--- src/rtl/cam_capture_win_pkg.sv ---
// Shared types and constants for the camera capture window block:
// FSM state encoding, decimation codes and default sensor geometry.
package cam_pkg;

    typedef enum logic [1:0] {
        ST_IDLE     = 2'd0,
        ST_WAIT_VS  = 2'd1,
        ST_WAIT_ACT = 2'd2,
        ST_CAPTURE  = 2'd3
    } cam_state_t;

    localparam logic [1:0] DECIM_1 = 2'd0;
    localparam logic [1:0] DECIM_2 = 2'd1;
    localparam logic [1:0] DECIM_4 = 2'd2;
    localparam logic [1:0] DECIM_8 = 2'd3;

    localparam int DEF_WIDTH  = 640;
    localparam int DEF_HEIGHT = 480;

    // Low coordinate bits that must be zero for a pixel to survive decimation.
    function automatic logic [2:0] decim_mask(input logic [1:0] d);
        case (d)
            DECIM_1: decim_mask = 3'b000;
            DECIM_2: decim_mask = 3'b001;
            DECIM_4: decim_mask = 3'b011;
            DECIM_8: decim_mask = 3'b111;
            default: decim_mask = 3'b111;
        endcase
    endfunction

endpackage

--- src/rtl/cam_capture_win_byte_pack.sv ---
// Byte-to-pixel packer: counts bytes within a pixel, places each byte in its
// lane (MS-first, or LS-first when swapped) and flags partial pixels at href fall.
module cam_byte_pack #(
    parameter int DATA_W        = 8,
    parameter int BYTES_PER_PIX = 2,
    parameter int PIX_W         = DATA_W * BYTES_PER_PIX
) (
    input  logic              clk,
    input  logic              rst,
    input  logic              i_active,
    input  logic              i_href,
    input  logic              i_swap,
    input  logic [DATA_W-1:0] i_data,
    output logic [PIX_W-1:0]  o_pix,
    output logic              o_last,
    output logic              o_href_fall,
    output logic              o_partial
);

    localparam logic [1:0] LAST_CNT = 2'(BYTES_PER_PIX - 1);

    logic [1:0]       r_byte_cnt;
    logic             r_href_d;
    logic [PIX_W-1:0] r_slots;
    logic [1:0]       w_lane;
    logic [PIX_W-1:0] w_pix;

    // The completed pixel includes the byte arriving this cycle, so the parent
    // can register it on the last-byte edge without an extra stage.
    always_comb begin
        w_lane = i_swap ? r_byte_cnt : (LAST_CNT - r_byte_cnt);
        w_pix  = r_slots;
        for (int k = 0; k < BYTES_PER_PIX; k++) begin
            if (w_lane == 2'(k)) begin
                w_pix[k*DATA_W +: DATA_W] = i_data;
            end
        end
    end

    assign o_pix       = w_pix;
    assign o_last      = i_active & i_href & (r_byte_cnt == LAST_CNT);
    assign o_href_fall = i_active & r_href_d & ~i_href;
    assign o_partial   = o_href_fall & (r_byte_cnt != 2'd0);

    always_ff @(posedge clk) begin
        if (rst) begin
            r_byte_cnt <= 2'd0;
            r_href_d   <= 1'b0;
        end else begin
            // Gating with i_active keeps blanking-time href edges from looking like line ends.
            r_href_d <= i_href & i_active;
            if (!i_active || !i_href || o_last) begin
                r_byte_cnt <= 2'd0;
            end else begin
                r_byte_cnt <= r_byte_cnt + 2'd1;
            end
        end
    end

    always_ff @(posedge clk) begin
        if (i_active && i_href) begin
            r_slots <= w_pix;
        end
    end

endmodule

--- src/rtl/cam_capture_win.sv ---
// Camera capture stage: frame FSM, x/y tracking, crop window with power-of-two
// decimation, and sequential write-address generation for the frame buffer.
module cam_capture_win
    import cam_pkg::*;
#(
    parameter int DATA_W        = 8,
    parameter int BYTES_PER_PIX = 2,
    parameter int PIX_W         = DATA_W * BYTES_PER_PIX,
    parameter int ADDR_W        = 19,
    parameter int X_W           = 11,
    parameter int Y_W           = 10,
    parameter int FCNT_W        = 8
) (
    input  logic              p_clock,
    input  logic              reset,
    input  logic              enable,
    input  logic              vsync,
    input  logic              href,
    input  logic [DATA_W-1:0] p_data,
    input  logic              byte_swap,
    input  logic [X_W-1:0]    win_x0,
    input  logic [X_W-1:0]    win_w,
    input  logic [Y_W-1:0]    win_y0,
    input  logic [Y_W-1:0]    win_h,
    input  logic [1:0]        decim,
    output logic [PIX_W-1:0]  pixel_data,
    output logic              pixel_valid,
    output logic [ADDR_W-1:0] wraddr,
    output logic              frame_start,
    output logic              frame_done,
    output logic [FCNT_W-1:0] frame_cnt,
    output logic              line_err
);

    localparam logic [X_W-1:0]    X_ONE = X_W'(1);
    localparam logic [Y_W-1:0]    Y_ONE = Y_W'(1);
    localparam logic [ADDR_W-1:0] A_ONE = ADDR_W'(1);
    localparam logic [FCNT_W-1:0] F_ONE = FCNT_W'(1);

    cam_state_t        r_state;
    logic [X_W-1:0]    r_x0, r_w, r_x;
    logic [Y_W-1:0]    r_y0, r_h, r_y;
    logic [1:0]        r_decim;
    logic              r_swap;
    logic [ADDR_W-1:0] r_addr;
    logic [PIX_W-1:0]  r_pix_p1;
    logic              r_vld_p1;
    logic [ADDR_W-1:0] r_addr_p1;
    logic              r_frame_start, r_frame_done, r_line_err;
    logic [FCNT_W-1:0] r_frame_cnt;

    logic              w_active, w_last, w_href_fall, w_partial;
    logic [PIX_W-1:0]  w_pix;
    logic [X_W:0]      w_x_end;
    logic [Y_W:0]      w_y_end;
    logic              w_in_x, w_in_y, w_on_grid, w_accept;

    // vsync high wins over any byte in flight: the packer is idled immediately.
    assign w_active = (r_state == ST_CAPTURE) & ~vsync;

    cam_byte_pack #(
        .DATA_W        (DATA_W),
        .BYTES_PER_PIX (BYTES_PER_PIX),
        .PIX_W         (PIX_W)
    ) u_pack (
        .clk         (p_clock),
        .rst         (reset),
        .i_active    (w_active),
        .i_href      (href),
        .i_swap      (r_swap),
        .i_data      (p_data),
        .o_pix       (w_pix),
        .o_last      (w_last),
        .o_href_fall (w_href_fall),
        .o_partial   (w_partial)
    );

    // Window ends computed one bit wider so origin+size never wraps.
    assign w_x_end   = {1'b0, r_x0} + {1'b0, r_w};
    assign w_y_end   = {1'b0, r_y0} + {1'b0, r_h};
    assign w_in_x    = (r_x >= r_x0) && ({1'b0, r_x} < w_x_end);
    assign w_in_y    = (r_y >= r_y0) && ({1'b0, r_y} < w_y_end);
    assign w_on_grid = ((r_x[2:0] & decim_mask(r_decim)) == 3'b000) &&
                       ((r_y[2:0] & decim_mask(r_decim)) == 3'b000);
    assign w_accept  = w_last & w_in_x & w_in_y & w_on_grid;

    always_ff @(posedge p_clock) begin
        if (reset) begin
            r_state       <= ST_IDLE;
            r_x           <= '0;
            r_y           <= '0;
            r_addr        <= '0;
            r_pix_p1      <= '0;
            r_vld_p1      <= 1'b0;
            r_addr_p1     <= '0;
            r_frame_start <= 1'b0;
            r_frame_done  <= 1'b0;
            r_frame_cnt   <= '0;
            r_line_err    <= 1'b0;
            r_x0          <= '0;
            r_w           <= '0;
            r_y0          <= '0;
            r_h           <= '0;
            r_decim       <= '0;
            r_swap        <= 1'b0;
        end else begin
            r_vld_p1      <= 1'b0;
            r_frame_start <= 1'b0;
            r_frame_done  <= 1'b0;
            case (r_state)
                ST_IDLE: begin
                    if (enable) r_state <= ST_WAIT_VS;
                end
                ST_WAIT_VS: begin
                    if (vsync) r_state <= ST_WAIT_ACT;
                end
                ST_WAIT_ACT: begin
                    if (!vsync) begin
                        r_x0          <= win_x0;
                        r_w           <= win_w;
                        r_y0          <= win_y0;
                        r_h           <= win_h;
                        r_decim       <= decim;
                        r_swap        <= byte_swap;
                        r_x           <= '0;
                        r_y           <= '0;
                        r_addr        <= '0;
                        r_line_err    <= 1'b0;
                        r_frame_start <= 1'b1;
                        r_state       <= ST_CAPTURE;
                    end
                end
                ST_CAPTURE: begin
                    if (vsync) begin
                        r_frame_done <= 1'b1;
                        r_frame_cnt  <= r_frame_cnt + F_ONE;
                        r_state      <= enable ? ST_WAIT_VS : ST_IDLE;
                    end else begin
                        if (w_last) r_x <= r_x + X_ONE;
                        if (w_accept) begin
                            r_vld_p1  <= 1'b1;
                            r_pix_p1  <= w_pix;
                            r_addr_p1 <= r_addr;
                            r_addr    <= r_addr + A_ONE;
                        end
                        if (w_href_fall) begin
                            r_x <= '0;
                            r_y <= r_y + Y_ONE;
                            if (w_partial) r_line_err <= 1'b1;
                        end
                    end
                end
                default: r_state <= ST_IDLE;
            endcase
        end
    end

    assign pixel_data  = r_pix_p1;
    assign pixel_valid = r_vld_p1;
    assign wraddr      = r_addr_p1;
    assign frame_start = r_frame_start;
    assign frame_done  = r_frame_done;
    assign frame_cnt   = r_frame_cnt;
    assign line_err    = r_line_err;

endmodule

--- config.mk ---
export PLATFORM = sky130hd
export DESIGN_NAME = cam_capture_win
export DESIGN_NICKNAME = d
export VERILOG_FILES = /design/src/rtl/cam_capture_win_pkg.sv /design/src/rtl/cam_capture_win_byte_pack.sv /design/src/rtl/cam_capture_win.sv
export SDC_FILE = /design/constraint.sdc
export NUM_CORES = 1
export LEC_CHECK = 0
export CELL_PAD_IN_SITES_DETAIL_PLACEMENT = 0
export CELL_PAD_IN_SITES_GLOBAL_PLACEMENT = 2
export CORE_UTILIZATION = 34
export DETAILED_ROUTE_END_ITERATION = 16
export GPL_TIMING_DRIVEN = 0
export HOLD_SLACK_MARGIN = 0.06
export PLACE_DENSITY = 0.91
export SYNTH_ARGS = -nofsm -noshare
export SYNTH_HDL_FRONTEND = slang
export SYNTH_SLANG_ARGS = --single-unit
--- constraint.sdc ---
create_clock -name p_clock -period 5.1 [get_ports p_clock]
set_clock_uncertainty 0.15 [all_clocks]
set_input_delay 1.02 -clock p_clock [delete_from_list [all_inputs] [get_ports p_clock]]
set_output_delay 1.02 -clock p_clock [all_outputs]
set_load 0.03 [all_outputs]
# Word level (Yosys, flattened, before mapping)
# Cells that the tools add are included.
dict set report word_totals {
  reg_bits 153
  elab_cells 122
}
dict set report classes {
  addsub 8
  order_cmp 4
  eq_ne 17
  n_mux 31
  n_bitwise 15
  reduce_logical 27
}
# operator n
set op_table {}
lappend op_table {{two-way mux 19 bit} 3}
lappend op_table {{two-way mux 11 bit} 4}
lappend op_table {{case mux 19 bit (2 select lines)} 1}
lappend op_table {{two-way mux 10 bit} 3}
lappend op_table {{case mux 11 bit (2 select lines)} 1}
lappend op_table {{case mux 10 bit (2 select lines)} 1}
lappend op_table {{adder 19 x 1 -> 19 bit, second input constant} 1}
lappend op_table {{two-way mux 8 bit} 2}
lappend op_table {{AND reduction 4 bit} 4}
lappend op_table {{adder 11 x 11 -> 12 bit} 1}
lappend op_table {{< comparator 11 x 12 -> 1 bit} 1}
lappend op_table {{inequality test 2 bit, second input constant} 6}
lappend op_table {{case mux 3 bit (4 select lines)} 1}
lappend op_table {{adder 10 x 10 -> 11 bit} 1}
lappend op_table {{adder 11 x 1 -> 11 bit, second input constant} 1}
lappend op_table {{greater-or-equal comparator 11 bit} 1}
lappend op_table {{< comparator 10 x 11 -> 1 bit} 1}
lappend op_table {{adder 10 x 1 -> 10 bit, second input constant} 1}
lappend op_table {{greater-or-equal comparator 10 bit} 1}
lappend op_table {{two-way mux 2 bit} 5}
lappend op_table {{bitwise AND 1 bit} 9}
lappend op_table {{adder 8 x 1 -> 8 bit, second input constant} 1}
lappend op_table {{equality test 2 x 1 -> 1 bit, second input constant} 4}
lappend op_table {{equality test 2 bit, second input constant} 4}
lappend op_table {{other kinds (20)} 44}

# Logic depth before layout (Yosys ltp)
# Gate-level depths: netlist of the first run.
dict set report depth {
  depth_word 10
  mapped_depth 20
  depth_no_buf 18
}

# Hierarchy
# A second synthesis of the first run with hierarchy kept.
dict set report unflattened {
  hier_cells 894
  hier_area_um2 7982.7
}
# module n_inst cells_each area_per_inst_um2 seq_area_each_um2
set modules_own_cells {}
lappend modules_own_cells {cam_capture_win 1 842 7121.8 2682.6}
lappend modules_own_cells {cam_byte_pack 1 52 860.8 540.5}

# Least setup slack after synthesis of the first run
# No wires, ideal clock.
dict set report synth_timing {
  kind {register to register}
  start {register r_x0[0]}
  end {register r_addr[0]}
  arrival_time_ps 3795
  path_slack_ps 1041
  stages_incl_launch_ff 21
  n_path_buf 2
  synth_period_minus_slack_ps 4059
  path_cell_list {dfxtp_1 > ha_1 > fa_1 > a21o_1 > a21oi_1 > o21bai_1 > a21oi_1 > o21ai_0 > a21o_1 > a21oi_1 > xor2_1 > ha_1 > nor4b_1 > o221ai_1 > a31oi_1 > a22oi_4 > and2_4 > buf_12 > buf_12 > nor3b_2 > a21o_1}
}
dict set report synth_between {
  elab_chain_cells 8
  elab_cells_between_ends 9
}
# element line
set synth_lines {}
lappend synth_lines {{start: declaration} cam_capture_win.sv:41} ;# logic [X_W-1:0] r_x0, r_w, r_x;
lappend synth_lines {{start signal: assignment} cam_capture_win.sv:119} ;# r_x0 <= win_x0;
lappend synth_lines {{adder 11 x 11 -> 12 bit} cam_capture_win.sv:79} ;# assign w_x_end = {1'b0, r_x0} + {1'b0, r_w};
lappend synth_lines {{< comparator 11 x 12 -> 1 bit} cam_capture_win.sv:81} ;# assign w_in_x = (r_x >= r_x0) && ({1'b0, r_x} < w_x_end);
lappend synth_lines {{logical AND 1 bit (*)} cam_capture_win.sv:81}
lappend synth_lines {{bitwise AND 1 bit (*) (3 in series)} cam_capture_win.sv:85} ;# assign w_accept = w_last & w_in_x & w_in_y & w_on_grid;
lappend synth_lines {{inequality test 2 bit (no line) (*)} -}
lappend synth_lines {{AND reduction 4 bit (no line) (*)} -}
lappend synth_lines {{end signal: assignment} cam_capture_win.sv:144} ;# r_addr <= r_addr + A_ONE;
lappend synth_lines {{end: declaration} cam_capture_win.sv:45} ;# logic [ADDR_W-1:0] r_addr;
# Every way passes the cells marked *; elsewhere a longest branch is shown, timed or not.
# A chain may end at the register's enable or synchronous reset.

# Worst setup path after layout of the first run
# Same ends and word-level chain as after synthesis.

==> results of run 1 <==
[metal layers]
metal / GRT usage / vias to the layer above
li1: - / 3332
met1: 0.221 / 2983
met2: 0.283 / 104
met3: 0.0329 / 16
met4: 0.0566 / 0
met5: 0 / -
[state kept, by name, indices dropped and copies added (netlist names), 2 cells and up]
| name | count |
|---|---|
| frame_cnt | 8 |
| pixel_data | 16 |
| r_addr | 19 |
| r_decim | 2 |
| r_h | 10 |
| r_state | 2 |
| r_w | 11 |
| r_x | 11 |
| r_x0 | 11 |
| r_y | 10 |
| r_y0 | 10 |
| u_pack.r_byte_cnt | 2 |
| u_pack.r_slots | 16 |
| wraddr | 19 |
[worst max-delay path, stage by stage, from the launching register on]
cell      delay, ns
dfxtp_1        0.35
ha_1           0.25
fa_1           0.41
a21o_1         0.19
a21oi_1        0.25
o21bai_1       0.09
a21oi_1        0.23
o21ai_0        0.19
a21o_1         0.21
a21oi_1        0.16
xor2_1         0.09
ha_1           0.27
nor4b_1        0.23
o221ai_1       0.18
a31oi_1        0.34
a22oi_4        0.18
and2_4         0.19
buf_12         0.14
buf_12         0.14
nor3b_2        0.14
a21o_1         0.15
[power by group through the flow]
stage,Combinational [mW],Sequential [mW],Clock (mW)
after floorplan,0.317,1.30,0
after global placement,0.468,1.31,0
after detailed placement,0.474,1.31,0
after CTS,0.477,1.28,1.28
after global routing,0.536,1.29,1.32
final,0.469,1.28,1.24
[cells by family (layout without fill, tap and decap cells)]
group / count (synthesis) / after routing
and+or+nand+nor: 308 / 308
AOI/OAI and AO/OA: 183 / 183
DFF: 153 / 153
adders and majority gates: 74 / 74
buffers and inverters: 69 / 204
muxes: 55 / 55
xor gates and xnor gates: 35 / 35
[stage by stage]
step                hold WS (ns)  std cells  setup slack [ns]
CTS                        0.310       1325             0.446
detailed placement         0.303       1293             0.479
global placement           0.298       1293             0.474
global route               0.328       1325             0.200
floorplan                  0.287        877              1.04
finish                     0.308       1325             0.475
[path summary, 6_finish.rpt]
path | slack [ns] | start | endpoint
hold / removal | 0.31 | r_decim[0] | r_decim[0]
hold reg to reg | 0.31 | r_decim[0] | r_decim[0]
setup reg to reg | 0.47 | r_x0[0] | r_addr[0]
setup / recovery | 0.47 | r_x0[0] | r_addr[0]
[area by class of cell]
class	count	area, µm²
fill	2285	12800
clock inverter	15	158
sequential	153	3220
tap	313	392
inverter	36	135
buffer	33	229
timing repair buffer	103	1030
clock buffer	17	425
multi-input combinational	655	4370
[cells in the final DEF (no fill, tap or decap), types with 18 or more instances in the layout]
| master | Yosys | final |
|---|---|---|
| ha_1 | 72 | 72 |
| a21oi_1 | 81 | 81 |
| nand2_1 | 124 | 124 |
| mux2i_1 | 37 | 37 |
| nand3_1 | 21 | 21 |
| dfxtp_1 | 137 | 137 |
| mux2_2 | 18 | 18 |
| inv_1 | 36 | 36 |
| xor2_1 | 24 | 24 |
| clkdlybuf4s50_1 | 0 | 103 |
| nor2_1 | 92 | 92 |
| clkbuf_1 | 23 | 23 |
==> results.json, run 1 <==
{
  "clockRootBuffer": "clkbuf_16",
  "die_h_um": 155,
  "wirelength_um": 19400,
  "io_pins": 105,
  "maxCapViolations": 0,
  "cts_hold_buf": 0,
  "synth_edf_count": 16,
  "period_minus_slack_ns": 4.63,
  "clkTransAtPathRegs_ns": 0.07,
  "p_clk_frac": 0.415,
  "p_total_mw": 2.99,
  "antenna_found_initial": 0,
  "cts_buffers": 17,
  "drt_iter0_markers": 259,
  "synth.top_cell.area_share": 0.344,
  "synth.area.mux_share": 0.0720,
  "drv_slew": 0,
  "async_reset_ff_frac": 0,
  "grt_max_degree": 18,
  "die-area_um2": 24000,
  "place_congestion": 0.764,
  "synth_xor_area_frac": 0.0385,
  "leakage_nw": 3.72,
  "post_drt_wl_per_cell_um": 14.7,
  "netlist_instances": 877,
  "cts_max_path_buffers": 2,
  "htreeDepth": 4,
  "crit_path_end_kind": "register",
  "grtUsageTotal": 0.170,
  "met3_length_um": 719,
  "hpwl_um": 14500,
  "syn_avg_cell_area_um2": 9.08,
  "grt_pass1_wl_um": 32200,
  "cts_resized": 0,
  "overflow": 0,
  "ys_ff_latch": 153,
  "final.setup.tns_ns": 0,
  "fin_nets": 1131,
  "synthDistinctLibCells": 61,
  "antenna_left": 0,
  "yosysTopAreaCell": "dfxtp_1",
  "setup_viol": 0,
  "clock_sinks": 153,
  "synth_area_leaders": "dfxtp_1, ha_1, edfxtp_1, nand2_1, a21oi_1",
  "start_util": 0.350,
  "path_class": "register to register",
  "grt_pass1_vias": 6348,
  "r2r_cells": 20,
  "synth_nets": 1009,
  "wl_met2_um": 8890,
  "synthFlopType": "dfxtp_1",
  "max_slew_margin": 0.263,
  "crit_path_start_kind": "register",
  "rsz0062_at_grt": "no",
  "hold_violations": 0,
  "ys_seq_area_frac": 0.405,
  "top_layer_used": "met4",
  "cp.required_ns": 5.28,
  "seqPwrFrac": 0.429,
  "powerDensity_nw_per_um2": 300,
  "syn_area_um2": 7960,
  "vias_per_cell": 4.86,
  "hold_path_depth": 2,
  "p_int_mw": 2.10,
  "synth_top_family_by_area": "simple AND/OR/NAND/NOR gates",
  "num_antenna_cells": 0,
  "yosysMostFrequentCell": "dfxtp_1",
  "synth.top_cells.by_count": "dfxtp_1, nand2_1, nor2_1, a21oi_1, ha_1",
  "place.port_buffers": 103,
  "vias": 6435,
  "first_pass_iters": 4,
  "final_layout_size_suffix_gt1_frac": 0.0652,
  "die_x_um": 155,
  "fin_crit_sh": 0.907,
  "hp-class": "register to register",
  "synth-adder-area-share": 0.118,
  "route.detailed.drc": 0,
  "ys.warnings.count": 0,
  "max_freq_mhz": 216,
  "synth_compound_area_frac": 0.146,
  "combPwrFrac": 0.157,
  "status": "completed",
  "wl_met1_um": 9570,
  "cts_setup_buffers": 0,
  "clk_latency_ns": 0.43,
  "place_area_um2": 9380,
  "fp.coreArea_um2": 22800,
  "synthSimpleGateAreaFrac": 0.175,
  "tightest_slew_ns": 1.10,
  "p_sw_mw": 0.894,
  "cp_max_fo": 10,
  "cts_tree": "done",
  "core.rowCount": 55,
  "final_area_um2": 9970,
  "syn2layout_area_growth_pct": 25.2,
  "swShare": 0.299,
  "worstPathArrival_ns": 4.81,
  "peakVddDrop_mv": 0.225,
  "fin_util": 0.438
}
(Power assumes the default switching activity.)
==> run 2, diff against run 1 <==
--- a/config.mk
+++ b/config.mk
@@ -11,6 +11,7 @@
 export DETAILED_ROUTE_END_ITERATION = 16
 export GPL_TIMING_DRIVEN = 0
 export HOLD_SLACK_MARGIN = 0.06
+export MAX_ROUTING_LAYER = met4
 export PLACE_DENSITY = 0.91
 export SYNTH_ARGS = -nofsm -noshare
 export SYNTH_HDL_FRONTEND = slang
==> run 2 against run 1 <==
Effect of this change:
- critical path depth unchanged
- maximum frequency increased by 0.15%
- sequential power about the same
- first-iteration DRC count increased by 4.6%
- register-to-register slack about the same
- cell area unchanged
- die area unchanged
- total power about the same
- global-route usage increased by 0.53 points
- sequential cell count unchanged
- non-clock buffer count unchanged
- critical path type unchanged
- via count decreased by 0.31%
==> results.json, run 2 (synthesis gave the netlist of run 1 again) <==
{
  "status": "completed",
  "wirelength_um": 19400,
  "crit_path_start_kind": "register",
  "hp-class": "register to register",
  "r2r_slack_ns": 0.48,
  "clockRootBuffer": "clkbuf_16",
  "first_pass_iters": 4,
  "period_minus_slack_ns": 4.62,
  "fp.coreArea_um2": 22800,
  "clock_sinks": 153,
  "grtUsageTotal": 0.176,
  "grt_pass1_wl_um": 32200,
  "hold_violations": 0,
  "place_congestion": 0.774,
  "cts_hold_buf": 0,
  "post_drt_wl_per_cell_um": 14.7,
  "hpwl_um": 14500,
  "peakVddDrop_mv": 0.228,
  "cts_setup_buffers": 0,
  "core.rowCount": 55,
  "maxCapViolations": 0,
  "num_antenna_cells": 0,
  "die-area_um2": 24000,
  "io_pins": 105,
  "fin_util": 0.438,
  "leakage_nw": 3.72,
  "rsz0062_at_grt": "no",
  "setup_viol": 0,
  "cts_tree": "done",
  "place.port_buffers": 103,
  "max_slew_margin": 0.210,
  "tightest_slew_ns": 1.18,
  "met3_length_um": 807,
  "wl_met1_um": 9540,
  "worstPathArrival_ns": 4.81,
  "die_x_um": 155,
  "reg2reg_to": "r_addr[0]",
  "vias": 6415,
  "cts_resized": 0,
  "p_total_mw": 2.99,
  "top_layer_used": "met4",
  "htreeDepth": 4,
  "fin_nets": 1131,
  "cts_buffers": 17,
  "route.detailed.drc": 0,
  "grt_max_degree": 18,
  "path_class": "register to register",
  "powerDensity_nw_per_um2": 300,
  "cp.required_ns": 5.29,
  "antenna_found_initial": 0,
  "antenna_left": 0,
  "final.setup.tns_ns": 0,
  "r2r_cells": 20,
  "drt_iter0_markers": 271,
  "whs_ns": 0.308,
  "drv_slew": 0,
  "holdPathEnd": "r_decim[0]",
  "mostFrequentLayoutCells": "dfxtp_1, nand2_1, clkdlybuf4s50_1, nor2_1, a21oi_1",
  "fin_crit_sh": 0.906,
  "cp_max_fo": 10,
  "timing.critical_path.from": "r_x0[0]",
  "syn2layout_area_growth_pct": 25.2,
  "hold_start": "r_decim[0]",
  "die_h_um": 155,
  "r2r-start": "r_x0[0]",
  "crit_path_end_kind": "register",
  "wl_met2_um": 8880,
  "final_layout_size_suffix_gt1_frac": 0.0652,
  "clkTransAtPathRegs_ns": 0.07,
  "grt_pass1_vias": 6349,
  "max_freq_mhz": 217,
  "hold_path_depth": 2,
  "overflow": 0,
  "clk_latency_ns": 0.44,
  "vias_per_cell": 4.84,
  "final_common_cell": "dfxtp_1",
  "cts_max_path_buffers": 2,
  "start_util": 0.350
}
[run 2: cell counts in the layout (fill, tap and decap cells not counted)]
No cell type changed its count.
[run 2: critical path, cell delays in order (launching register included)]
cell and delay (ns):
dfxtp_1 0.35, ha_1 0.25, fa_1 0.41, a21o_1 0.19, a21oi_1 0.25, o21bai_1 0.09, a21oi_1 0.23, o21ai_0 0.19
a21o_1 0.21, a21oi_1 0.16, xor2_1 0.09, ha_1 0.27, nor4b_1 0.23, o221ai_1 0.18, a31oi_1 0.34, a22oi_4 0.18
and2_4 0.19, buf_12 0.14, buf_12 0.14, nor3b_2 0.14, a21o_1 0.15
[run 2: how the worst max path moves through the flow]
stage,endpoint,depth (start not counted)
2_1_floorplan,r_addr[0],20
3_3_place_gp,r_addr[0],20
3_5_place_dp,r_addr[0],20
4_1_cts,wraddr[0],20
5_1_grt,wraddr[6],20
6_report,r_addr[0],20
[run 2: layer usage]
| metal | vias up | global-route usage |
|---|---|---|
| li1 | 3327 | - |
| met1 | 2974 | 0.223 |
| met2 | 99 | 0.283 |
| met3 | 15 | 0.0312 |
| met4 | 0 | 0.0566 |
| met5 | - | - |
[run 2: metrics by stage]
step,setup WS (ns),cells,instance area [µm²]
finish,0.481,1325,9970
global route,0.200,1325,9970
CTS,0.446,1325,9970
detailed placement,0.479,1293,9380
global placement,0.474,1293,9380
floorplan,1.04,877,7960
[run 2: area by class of cell]
class,instances,area [µm²]
fill,2285,12800
multi-input combinational,655,4370
sequential,153,3220
timing repair buffer,103,1030
clock buffer,17,425
tap,313,392
buffer,33,229
clock inverter,15,158
inverter,36,135
[run 2: power by group]
part	total, mW	internal (mW)	switching, mW
Combinational	0.470	0.193	0.277
Clock	1.24	0.652	0.590
Sequential	1.28	1.25	0.0300
Total	2.99	2.10	0.897
